===== config.mk =====
export PLATFORM = sky130hd
export DESIGN_NAME = des_decrypt_core
export DESIGN_NICKNAME = d
export VERILOG_FILES = /design/src/rtl/des_pkg.sv /design/src/rtl/des_f_function.sv /design/src/rtl/des_sbox.sv /design/src/rtl/des_decrypt_core.sv
export SDC_FILE = /design/constraint.sdc
export NUM_CORES = 1
export LEC_CHECK = 0
export CORE_UTILIZATION = 53
export CTS_CLUSTER_DIAMETER = 100
export CTS_CLUSTER_SIZE = 25
export DETAILED_ROUTE_END_ITERATION = 8
export GPL_ROUTABILITY_DRIVEN = 0
export PLACE_DENSITY_LB_ADDON = 0.25
export SYNTH_ARGS = -nofsm -noshare
export SYNTH_HDL_FRONTEND = slang
export SYNTH_SLANG_ARGS = --single-unit

===== constraint.sdc =====
create_clock -name clk -period 9.2 [get_ports clk]
set_clock_uncertainty 0.1 [all_clocks]
set_input_delay 1.84 -clock clk [delete_from_list [all_inputs] [get_ports clk]]
set_output_delay 1.84 -clock clk [all_outputs]
set_load 0.01 [all_outputs]

===== src/rtl/des_pkg.sv =====
// Shared DES constants for the decrypt core: permutation tables, S-boxes,
// the reverse key-rotation schedule, FSM state type and permutation helpers.
package des_pkg;

  typedef enum logic [1:0] {IDLE, ROUND, DONE} state_t;

  // Tables use DES numbering: entry value 1 is the MSB of the source word.
  localparam int IP_TBL [64] = '{
    58, 50, 42, 34, 26, 18, 10, 2, 60, 52, 44, 36, 28, 20, 12, 4,
    62, 54, 46, 38, 30, 22, 14, 6, 64, 56, 48, 40, 32, 24, 16, 8,
    57, 49, 41, 33, 25, 17,  9, 1, 59, 51, 43, 35, 27, 19, 11, 3,
    61, 53, 45, 37, 29, 21, 13, 5, 63, 55, 47, 39, 31, 23, 15, 7};

  localparam int FP_TBL [64] = '{
    40, 8, 48, 16, 56, 24, 64, 32, 39, 7, 47, 15, 55, 23, 63, 31,
    38, 6, 46, 14, 54, 22, 62, 30, 37, 5, 45, 13, 53, 21, 61, 29,
    36, 4, 44, 12, 52, 20, 60, 28, 35, 3, 43, 11, 51, 19, 59, 27,
    34, 2, 42, 10, 50, 18, 58, 26, 33, 1, 41,  9, 49, 17, 57, 25};

  localparam int E_TBL [48] = '{
    32,  1,  2,  3,  4,  5,  4,  5,  6,  7,  8,  9,
     8,  9, 10, 11, 12, 13, 12, 13, 14, 15, 16, 17,
    16, 17, 18, 19, 20, 21, 20, 21, 22, 23, 24, 25,
    24, 25, 26, 27, 28, 29, 28, 29, 30, 31, 32,  1};

  localparam int P_TBL [32] = '{
    16,  7, 20, 21, 29, 12, 28, 17,  1, 15, 23, 26,  5, 18, 31, 10,
     2,  8, 24, 14, 32, 27,  3,  9, 19, 13, 30,  6, 22, 11,  4, 25};

  localparam int PC1_TBL [56] = '{
    57, 49, 41, 33, 25, 17,  9,  1, 58, 50, 42, 34, 26, 18,
    10,  2, 59, 51, 43, 35, 27, 19, 11,  3, 60, 52, 44, 36,
    63, 55, 47, 39, 31, 23, 15,  7, 62, 54, 46, 38, 30, 22,
    14,  6, 61, 53, 45, 37, 29, 21, 13,  5, 28, 20, 12,  4};

  localparam int PC2_TBL [48] = '{
    14, 17, 11, 24,  1,  5,  3, 28, 15,  6, 21, 10,
    23, 19, 12,  4, 26,  8, 16,  7, 27, 20, 13,  2,
    41, 52, 31, 37, 47, 55, 30, 40, 51, 45, 33, 48,
    44, 49, 39, 56, 34, 53, 46, 42, 50, 36, 29, 32};

  // Right-rotation amount before round r when walking subkeys K16 down to K1.
  localparam logic [1:0] ROT_SCHED [16] = '{
    2'd0, 2'd1, 2'd2, 2'd2, 2'd2, 2'd2, 2'd2, 2'd2,
    2'd1, 2'd2, 2'd2, 2'd2, 2'd2, 2'd2, 2'd2, 2'd1};

  // Each S-box packed row-major: entry (row*16+col) is nibble 0 at the MSB end.
  localparam logic [255:0] SBOX_TBL [8] = '{
    256'hE4D12FB83A6C5907_0F74E2D1A6CB9538_41E8D62BFC973A50_FC8249175B3EA06D,
    256'hF18E6B34972DC05A_3D47F28EC01A69B5_0E7BA4D158C6932F_D8A13F42B67C05E9,
    256'hA09E63F51DC7B428_D70934A6285ECBF1_D6498F30B12C5AE7_1AD069874FE3B52C,
    256'h7DE3069A1285BC4F_D8B56F03472C1AE9_A690CB7DF13E5284_3F06A1D8945BC72E,
    256'h2C417AB6853FD0E9_EB2C47D150FA3986_421BAD78F9C5630E_B8C71E2D6F09A453,
    256'hC1AF92680D34E75B_AF427C9561DE0B38_9EF528C3704A1DB6_432C95FABE17608D,
    256'h4B2EF08D3C975A61_D0B7491AE35C2F86_14BDC37EAF680592_6BD814A7950FE23C,
    256'hD2846FB1A93E50C7_1FD8A374C56B0E92_7B419CE206ADF358_21E74A8DFC90356B};

  function automatic logic [63:0] ip_perm(input logic [63:0] x);
    logic [63:0] y;
    for (int i = 0; i < 64; i++) y[63-i] = x[64-IP_TBL[i]];
    return y;
  endfunction

  function automatic logic [63:0] fp_perm(input logic [63:0] x);
    logic [63:0] y;
    for (int i = 0; i < 64; i++) y[63-i] = x[64-FP_TBL[i]];
    return y;
  endfunction

  function automatic logic [47:0] e_expand(input logic [31:0] x);
    logic [47:0] y;
    for (int i = 0; i < 48; i++) y[47-i] = x[32-E_TBL[i]];
    return y;
  endfunction

  function automatic logic [31:0] p_perm(input logic [31:0] x);
    logic [31:0] y;
    for (int i = 0; i < 32; i++) y[31-i] = x[32-P_TBL[i]];
    return y;
  endfunction

  // Parity bits 8,16..64 are simply never selected.
  function automatic logic [55:0] pc1_perm(input logic [63:0] x);
    logic [55:0] y;
    for (int i = 0; i < 56; i++) y[55-i] = x[64-PC1_TBL[i]];
    return y;
  endfunction

  function automatic logic [47:0] pc2_perm(input logic [55:0] x);
    logic [47:0] y;
    for (int i = 0; i < 48; i++) y[47-i] = x[56-PC2_TBL[i]];
    return y;
  endfunction

  function automatic logic [27:0] rot_right(input logic [27:0] x, input logic [1:0] n);
    case (n)
      2'd1:    return {x[0], x[27:1]};
      2'd2:    return {x[1:0], x[27:2]};
      default: return x;
    endcase
  endfunction

  // Outer bits select the row, inner four the column.
  function automatic logic [3:0] sbox_lookup(input int idx, input logic [5:0] x);
    int k;
    k = int'({x[5], x[0], x[4:1]});
    return SBOX_TBL[idx][(63-k)*4 +: 4];
  endfunction

endpackage


===== src/rtl/des_f_function.sv =====
// DES round function f(R, K) = P(S(E(R) ^ K)); no registers inside.
module des_f_function
  import des_pkg::*;
(
  input  logic [31:0] i_r,
  input  logic [47:0] i_subkey,
  output logic [31:0] o_f
);

  logic [47:0] w_mixed;
  logic [31:0] w_sbox_out;

  assign w_mixed = e_expand(i_r) ^ i_subkey;

  des_sbox #(.IDX(0)) S_Box_1 (.i_bits(w_mixed[47:42]), .o_bits(w_sbox_out[31:28]));
  des_sbox #(.IDX(1)) S_Box_2 (.i_bits(w_mixed[41:36]), .o_bits(w_sbox_out[27:24]));
  des_sbox #(.IDX(2)) S_Box_3 (.i_bits(w_mixed[35:30]), .o_bits(w_sbox_out[23:20]));
  des_sbox #(.IDX(3)) S_Box_4 (.i_bits(w_mixed[29:24]), .o_bits(w_sbox_out[19:16]));
  des_sbox #(.IDX(4)) S_Box_5 (.i_bits(w_mixed[23:18]), .o_bits(w_sbox_out[15:12]));
  des_sbox #(.IDX(5)) S_Box_6 (.i_bits(w_mixed[17:12]), .o_bits(w_sbox_out[11:8]));
  des_sbox #(.IDX(6)) S_Box_7 (.i_bits(w_mixed[11:6]),  .o_bits(w_sbox_out[7:4]));
  des_sbox #(.IDX(7)) S_Box_8 (.i_bits(w_mixed[5:0]),   .o_bits(w_sbox_out[3:0]));

  assign o_f = p_perm(w_sbox_out);

endmodule


===== src/rtl/des_sbox.sv =====
// One DES S-box: 6-bit input to 4-bit output, purely combinational.
module des_sbox
  import des_pkg::*;
#(
  parameter int IDX = 0
) (
  input  logic [5:0] i_bits,
  output logic [3:0] o_bits
);

  assign o_bits = sbox_lookup(IDX, i_bits);

endmodule


===== src/rtl/des_decrypt_core.sv =====
// Iterative single-DES decryption: one Feistel round per clock, subkeys
// K16..K1 produced on the fly by right-rotating C/D, valid/ready on both sides.
module des_decrypt_core
  import des_pkg::*;
(
  input  logic        clk,
  input  logic        rst_n,
  input  logic        in_valid,
  output logic        in_ready,
  input  logic [63:0] in_data,
  input  logic [63:0] in_key,
  output logic        out_valid,
  input  logic        out_ready,
  output logic [63:0] out_data
);

  state_t      r_state;
  state_t      w_next_state;
  logic        r_init;
  logic [3:0]  r_round;
  logic [31:0] r_l;
  logic [31:0] r_r;
  logic [27:0] r_c;
  logic [27:0] r_d;
  logic [63:0] r_out_data;

  logic        w_accept;
  logic        w_last_round;
  logic [27:0] w_c_rot;
  logic [27:0] w_d_rot;
  logic [47:0] w_subkey;
  logic [31:0] w_f;
  logic [31:0] w_r_next;

  assign w_accept     = in_valid && in_ready;
  assign w_last_round = (r_round == 4'd15);

  assign w_c_rot  = rot_right(r_c, ROT_SCHED[r_round]);
  assign w_d_rot  = rot_right(r_d, ROT_SCHED[r_round]);
  assign w_subkey = pc2_perm({w_c_rot, w_d_rot});
  assign w_r_next = r_l ^ w_f;

  des_f_function u_f (
    .i_r      (r_r),
    .i_subkey (w_subkey),
    .o_f      (w_f)
  );

  // r_init keeps in_ready low while reset is asserted and for the first edge after.
  always_ff @(posedge clk or negedge rst_n) begin
    if (!rst_n) begin
      r_state <= IDLE;
      r_init  <= 1'b0;
    end else begin
      // NOTE: sequential state uses non-blocking assignments so every flop sees pre-edge values.
      r_state <= w_next_state;
      r_init  <= 1'b1;
    end
  end

  always_comb begin
    // NOTE: default assignment first so no branch leaves the signal unassigned (no latch).
    w_next_state = r_state;
    case (r_state)
      IDLE:    if (w_accept)     w_next_state = ROUND;
      ROUND:   if (w_last_round) w_next_state = DONE;
      DONE:    if (out_ready)    w_next_state = IDLE;
      default:                   w_next_state = IDLE;
    endcase
  end

  always_comb begin
    in_ready  = 1'b0;
    out_valid = 1'b0;
    case (r_state)
      IDLE:    in_ready  = r_init;
      DONE:    out_valid = 1'b1;
      default: ;
    endcase
  end

  // NOTE: every datapath flop is a plain register (no memory array), so all clear on reset.
  always_ff @(posedge clk or negedge rst_n) begin
    if (!rst_n) begin
      r_round    <= 4'd0;
      r_l        <= 32'h0;
      r_r        <= 32'h0;
      r_c        <= 28'h0;
      r_d        <= 28'h0;
      r_out_data <= 64'h0;
    end else if (w_accept) begin
      {r_l, r_r} <= ip_perm(in_data);
      {r_c, r_d} <= pc1_perm(in_key);
      r_round    <= 4'd0;
    end else if (r_state == ROUND) begin
      r_c     <= w_c_rot;
      r_d     <= w_d_rot;
      r_l     <= r_r;
      r_r     <= w_r_next;
      r_round <= r_round + 4'd1;
      // Halves are swapped (R16 || L16) before the final permutation.
      if (w_last_round) r_out_data <= fp_perm({w_r_next, r_r});
    end
  end

  assign out_data = r_out_data;

endmodule


* Yosys cells after proc, flatten, opt, wreduce, memory -nomap -nowiden
Memories as Yosys holds them, arrays and structs flattened.
Index checks and enable logic that the tools add are counted.
** Word-level totals
- Output and inout port bits :: 66
- Bits in read-only memories :: 32
- Memories :: 1
- Bits of input ports :: 132
- Flip-flop bits (word level) :: 191
- Word-level logic and storage cells :: 68
** Operators by class
- Add/sub/neg operators :: 9
- Shift operators :: 8
- Reduce and logical (&&, ||, !) cells :: 7
- Magnitude comparators :: 1
- Equality and inequality tests :: 8
- Bitwise operators :: 4
- Muxes and demuxes :: 20
** Memory list
- (no name shown) :: words 16, width 2, read ports 1, clocked after Yosys merged registers in 0, wr ports 0, line des_decrypt_core.sv:39 : assign w_d_rot = rot_right(r_d, ROT_SCHED[r_round]);
** Operators by type and width (number)
- 256-bit by 32-bit variable part select with 4-bit output, first input constant :: 8
- 32-bit 2-to-1 mux :: 4
- 28-bit 2-to-1 mux :: 4
- 28-bit one-hot mux with 2 select lines :: 2
- 6-bit by 6-bit subtractor with 7-bit output, first input constant :: 8
- 48-bit XOR :: 1
- 32-bit XOR :: 1
- 2-bit 2-to-1 mux :: 5
- 4-bit 2-to-1 mux :: 2
- 2-bit inequality test, second input constant :: 3
- 2-bit one-hot mux with 3 select lines :: 1
- 3-bit AND reduction :: 2
- 5-bit greater-or-equal comparator, second input constant :: 1
- 4-bit inverter with 5-bit output :: 1
- 4-bit by 1-bit adder with 4-bit output, second input constant :: 1
- 2-bit by 1-bit equality test with 1-bit output, second input constant :: 2
- 2-bit equality test, second input constant :: 2
- 4-bit equality test, second input constant :: 1
- 3-bit nonzero test :: 1
- 2-bit logical NOT :: 1
- 1-bit 2-to-1 mux :: 2
- 2-bit AND reduction :: 1
- 2-bit nonzero test :: 1
- 1-bit logical AND :: 1
- 1-bit inverter :: 1

* Depth between registers and ports, before layout
- Depth after elaboration :: 12
- Gate-level depth with buffers :: 22
- Mapped depth without buffers :: 20

* Modules after synthesis
From an unflattened synthesis, not the netlist that was laid out.
** Second synthesis, totals
- Cells, all modules :: 1583
- Area total of the unflattened synthesis :: 14894.3 µm²
** Modules (own cells, without submodules)
- des_decrypt_core :: seq. area each 4779.6 µm², times used 1, area each 9271.4 µm², cells each 830
- des_sbox (u_f.S_Box_6) :: seq. area each 0.0 µm², times used 1, area each 715.7 µm², cells each 97
- des_sbox (u_f.S_Box_8) :: seq. area each 0.0 µm², times used 1, area each 706.9 µm², cells each 95
- des_sbox (u_f.S_Box_1) :: seq. area each 0.0 µm², times used 1, area each 688.2 µm², cells each 92
- des_sbox (u_f.S_Box_5) :: seq. area each 0.0 µm², times used 1, area each 674.4 µm², cells each 95
- des_sbox (u_f.S_Box_2) :: seq. area each 0.0 µm², times used 1, area each 656.9 µm², cells each 83
- des_sbox (u_f.S_Box_7) :: seq. area each 0.0 µm², times used 1, area each 615.6 µm², cells each 88
- des_sbox (u_f.S_Box_3) :: seq. area each 0.0 µm², times used 1, area each 606.8 µm², cells each 85
- des_sbox (u_f.S_Box_4) :: seq. area each 0.0 µm², times used 1, area each 538.0 µm², cells each 70
- des_f_function :: seq. area each 0.0 µm², times used 1, area each 420.4 µm², cells each 48

* Least setup slack after synthesis
Ideal clock, no wire load.
- Kind :: register -> register
- Start point :: register r_round[0]
- End point :: register r_out_data[44], in the netlist out_data[44]
- Clock period less this slack :: 4.372 ns
- Required time :: 8.965 ns
- Buffers on the path :: 4
- Library setup time :: 0.135 ns
- Stages on the path, launching flop included :: 21
- Arrival :: 4.137 ns
- Setup slack :: 4.828 ns
- Path through :: dfrtp_1 ha_1 nand3_1 o21a_1 inv_1 ha_1 buf_6 buf_6 buf_2 a22o_1 mux2i_1 xor2_1 inv_1 ha_1 clkbuf_1 nor2_1 nor3_1 a311oi_1 o31ai_1 xor2_1 o21ai_0
** Between the ends
- Longest elaborated chain between the ends :: 10
- Elaborated cells between the ends (all ways) :: 13
- Classes of those cells :: 1 x add/sub; 3 x eq/ne; 1 x shift; 3 x mux; 3 x bitwise; 1 x reduce/logical; 1 x memory
** RTL lines
- start, declared :: line des_decrypt_core.sv:20 : logic [3:0] r_round;
- start signal, assigned :: line des_decrypt_core.sv:100 : r_round <= r_round + 4'd1;
- 4-bit inverter with 5-bit output (not written as such) :: line des_decrypt_core.sv:39
- memory 16 x 2 bit
- 2-bit 2-to-1 mux (not written as such) (2 in series) :: line des_decrypt_core.sv:39
- 2-bit equality test or 2-bit by 1-bit equality test with 1-bit output (tied branches)
- 28-bit one-hot mux with 2 select lines :: line des_pkg.sv:96 : case (n)
- 48-bit XOR :: line des_f_function.sv:13 : assign w_mixed = e_expand(i_r) ^ i_subkey;
- 6-bit by 6-bit subtractor with 7-bit output :: line des_pkg.sv:107 : return SBOX_TBL[idx][(63-k)*4 +: 4];
- 256-bit by 32-bit variable part select with 4-bit output :: line des_pkg.sv:107
- 32-bit XOR :: line des_decrypt_core.sv:41 : assign w_r_next = r_l ^ w_f;
- end signal, assigned :: line des_decrypt_core.sv:102 : if (w_last_round) r_out_data <= fp_perm({w_r_next, r_r});
- end, declared :: line des_decrypt_core.sv:25 : logic [63:0] r_out_data;
Parallel ways exist; a longest one is shown, timed or not. The select of a mux whose other input is x is not followed.
A chain may end at the register's enable or synchronous reset.

* Final worst setup path
- Start point :: register r_round[0]
- End point :: register r_out_data[18], in the netlist out_data[18]
Same word-level chain as after synthesis.

==> flow_metrics.env <==
export IMPL_syn_area_per_cell_um2=8.641
export IMPL_clk_latency_ns=0.46
export IMPL_hold_path_class="register to register"
export IMPL_start_util=0.5430
export IMPL_rows=60
export IMPL_drtAntennaViolNets=0
export IMPL_die_h_um=168.6
export IMPL_ys_seq_elements=191
export IMPL_end_kind="register"
export IMPL_synth_area_mm2=0.01472
export IMPL_syn_num_nets=1900
export IMPL_areaGrowthSynthToFinish_pct=16.84
export IMPL_cts_setup_buffers=0
export IMPL_hold_path_end="out_data[35]$_DFFE_PN0P_"
export IMPL_n_antenna_cell=0
export IMPL_cts_tree="yes"
export IMPL_max_cap_violations=0
export IMPL_num_nets_final=1990
export IMPL_synth_cell_types=91
export IMPL_crit_required_ns=9.45
export IMPL_wl_um=45520
export IMPL_vias_per_cell=6.419
export IMPL_finalCritPeriodShare=0.6548
export IMPL_drc=0
export IMPL_min_from="out_data[35]$_DFFE_PN0P_"
export IMPL_max_freq_mhz=166.0
export IMPL_coreArea_mm2=0.02710
export IMPL_num_io_pins=198
export IMPL_finalHoldViolCount=0
export IMPL_antenna_found_initial=0
export IMPL_final_common_cell="nand2_1"
export IMPL_htree_levels=4
export IMPL_ys_async_sr_fraction=1.000
export IMPL_cts_sinks=191
export IMPL_utilization=0.6344
export IMPL_whs_ns=0.3788
export IMPL_crit_arrival_ns=6.27
export IMPL_grt_start_max_net_pins=85
export IMPL_rsz0062_at_grt="false"
export IMPL_yosys_warnings=0
export IMPL_grt_use_total=0.3196
export IMPL_dpl_hpwl_um=32080
export IMPL_root_buffer="clkbuf_16"
export IMPL_vias=13980
export IMPL_path_max_fanout=46
export IMPL_worstRegToRegCells=16
export IMPL_grt_pass1_wl_um=71390
export IMPL_start_kind="register"
export IMPL_overflow=0
export IMPL_slew_viol_final=0
export IMPL_path_clk_slew_ns=0.09
export IMPL_path_class="register to register"
export IMPL_die_area_mm2=0.02843
export IMPL_ctsHoldBuffers=0
export IMPL_tightest_slew_ns=1.191
export IMPL_relSlewSlack=0.2005
export IMPL_ys_flop_type="dfrtp_1"
export IMPL_final_cell_mix="nand2_1 (302), dfrtp_1 (191), clkdlybuf4s50_1 (188)"
export IMPL_synthCells=1703
export IMPL_ys_seq_area_frac=0.3248
export IMPL_setup_viol=0
export IMPL_dr_pass1_iters=6
export IMPL_hold_path_depth=2
export IMPL_first_global_vias=12730
export IMPL_cts_made_buffers=17
export IMPL_cts_resized=0
export IMPL_drive_above_1_share=0.07364
export IMPL_outcome="finished, final reports clean"
export IMPL_clk_path_buf_depth=2
export IMPL_drtIter0Drc=1808
export IMPL_r2r_slack_ns=3.18
export IMPL_port_buffers=189
export IMPL_post_route_min_period_ns=6.024
export IMPL_nFillCells=2246
export IMPL_r2r_end="out_data[18]$_DFFE_PN0P_"
export IMPL_fin_tns_setup_ns=0
export IMPL_wl_per_cell_um=20.90
export IMPL_rr_startpoint="r_round[0]$_DFFE_PN0P_"
export IMPL_synth_edf_count=0
export IMPL_die_w_um=168.6
cell usage after synthesis (all sizes together) (30+ instances only):
cell type,number,area (um2)
a21oi,59,310.3
a221o,33,330.3
a22o,36,315.3
a22oi,89,678.2
buf,67,375.4
clkbuf,66,247.7
dfrtp,191,4780
ha,65,813.3
inv,34,132.6
mux2i,61,663.1
nand2,302,1134
nand3,35,180.2
nor2,103,389.1
nor3,44,220.2
o211ai,30,230.2
o21ai,121,616.9
xnor2,63,671.9
xor2,52,553.0
logic make-up (layout without fill, tap and decap cells):
group           after synthesis  after routing  share of synthesized area
compound gates              542            542                     0.2678
mux                          80             80                    0.06062
flops                       191            191                     0.3248
fa+ha+maj                    65             65                    0.05527
xor+xnor                    115            115                    0.08324
buf+inv                     168            271                    0.05161
other cells                   1              1                  0.0002548
simple gates                541            541                     0.1564
metal layers:
metal  share of wire  vias up  track usage
met5               0        -            0
met4           0.034        0       0.1221
met3           0.093      103      0.05986
met2            0.45      795       0.4873
met1            0.43     6687       0.4499
li1                -     6396            -
final cells by class:
cell class	instances	area, um2	area share
Clock buffer	17	425.4	0.02474
Clock inverter	15	166.4	0.009679
Inverter	35	136.4	0.007932
Multi-Input combinational cell	1344	9211	0.5358
Sequential cell	191	4780	0.2780
Tap cell	372	465.4	0.02707
Timing Repair Buffer	204	2008	0.1168
worst max-delay path: stages (launching register included):
cell and delay (ns):
dfrtp_1 0.45, ha_1 0.24, nand3_1 0.22, o21a_1 0.19, ha_2 0.26, buf_4 0.29, inv_6 0.45, mux2i_1 0.62
xor2_1 0.94, inv_2 0.20, ha_1 0.47, nor2_1 0.26, a21oi_1 0.07, a2111oi_0 0.45, a221oi_1 0.16, xor2_1 0.21
mux2_2 0.29
sequential cells by signal, indices dropped and copies added (netlist names):
| register | count |
|---|---|
| r_l | 32 |
| r_r | 32 |
| r_round | 4 |
| out_data | 64 |
| r_init | 1 |
| r_d | 28 |
| r_c | 28 |
| r_state | 2 |
metrics by stage:
| step | cell area, um2 | worst slack (ns) | instances |
|---|---|---|---|
| finish | 17190 | 3.176 | 2178 |
| global route | 17190 | 2.830 | 2178 |
| CTS | 17190 | 3.326 | 2178 |
| detailed placement | 16600 | 3.351 | 2146 |
| global placement | 16600 | 3.482 | 2146 |
| floorplan | 14720 | 4.828 | 1703 |
how the worst max path moves through the flow:
stage | to | startpoint
after floorplan | out_data[44]$_DFFE_PN0P_ | r_round[0]$_DFFE_PN0P_
after global placement | out_data[18]$_DFFE_PN0P_ | r_round[0]$_DFFE_PN0P_
after detailed placement | out_data[18]$_DFFE_PN0P_ | r_round[0]$_DFFE_PN0P_
after CTS | out_data[18]$_DFFE_PN0P_ | r_round[0]$_DFFE_PN0P_
after global routing | out_data[18]$_DFFE_PN0P_ | r_round[0]$_DFFE_PN0P_
final | out_data[18]$_DFFE_PN0P_ | r_round[0]$_DFFE_PN0P_
Power is left out: the tool's default activity adds up to more than one toggle a clock period on the data nets, which glitch-free logic cannot reach.
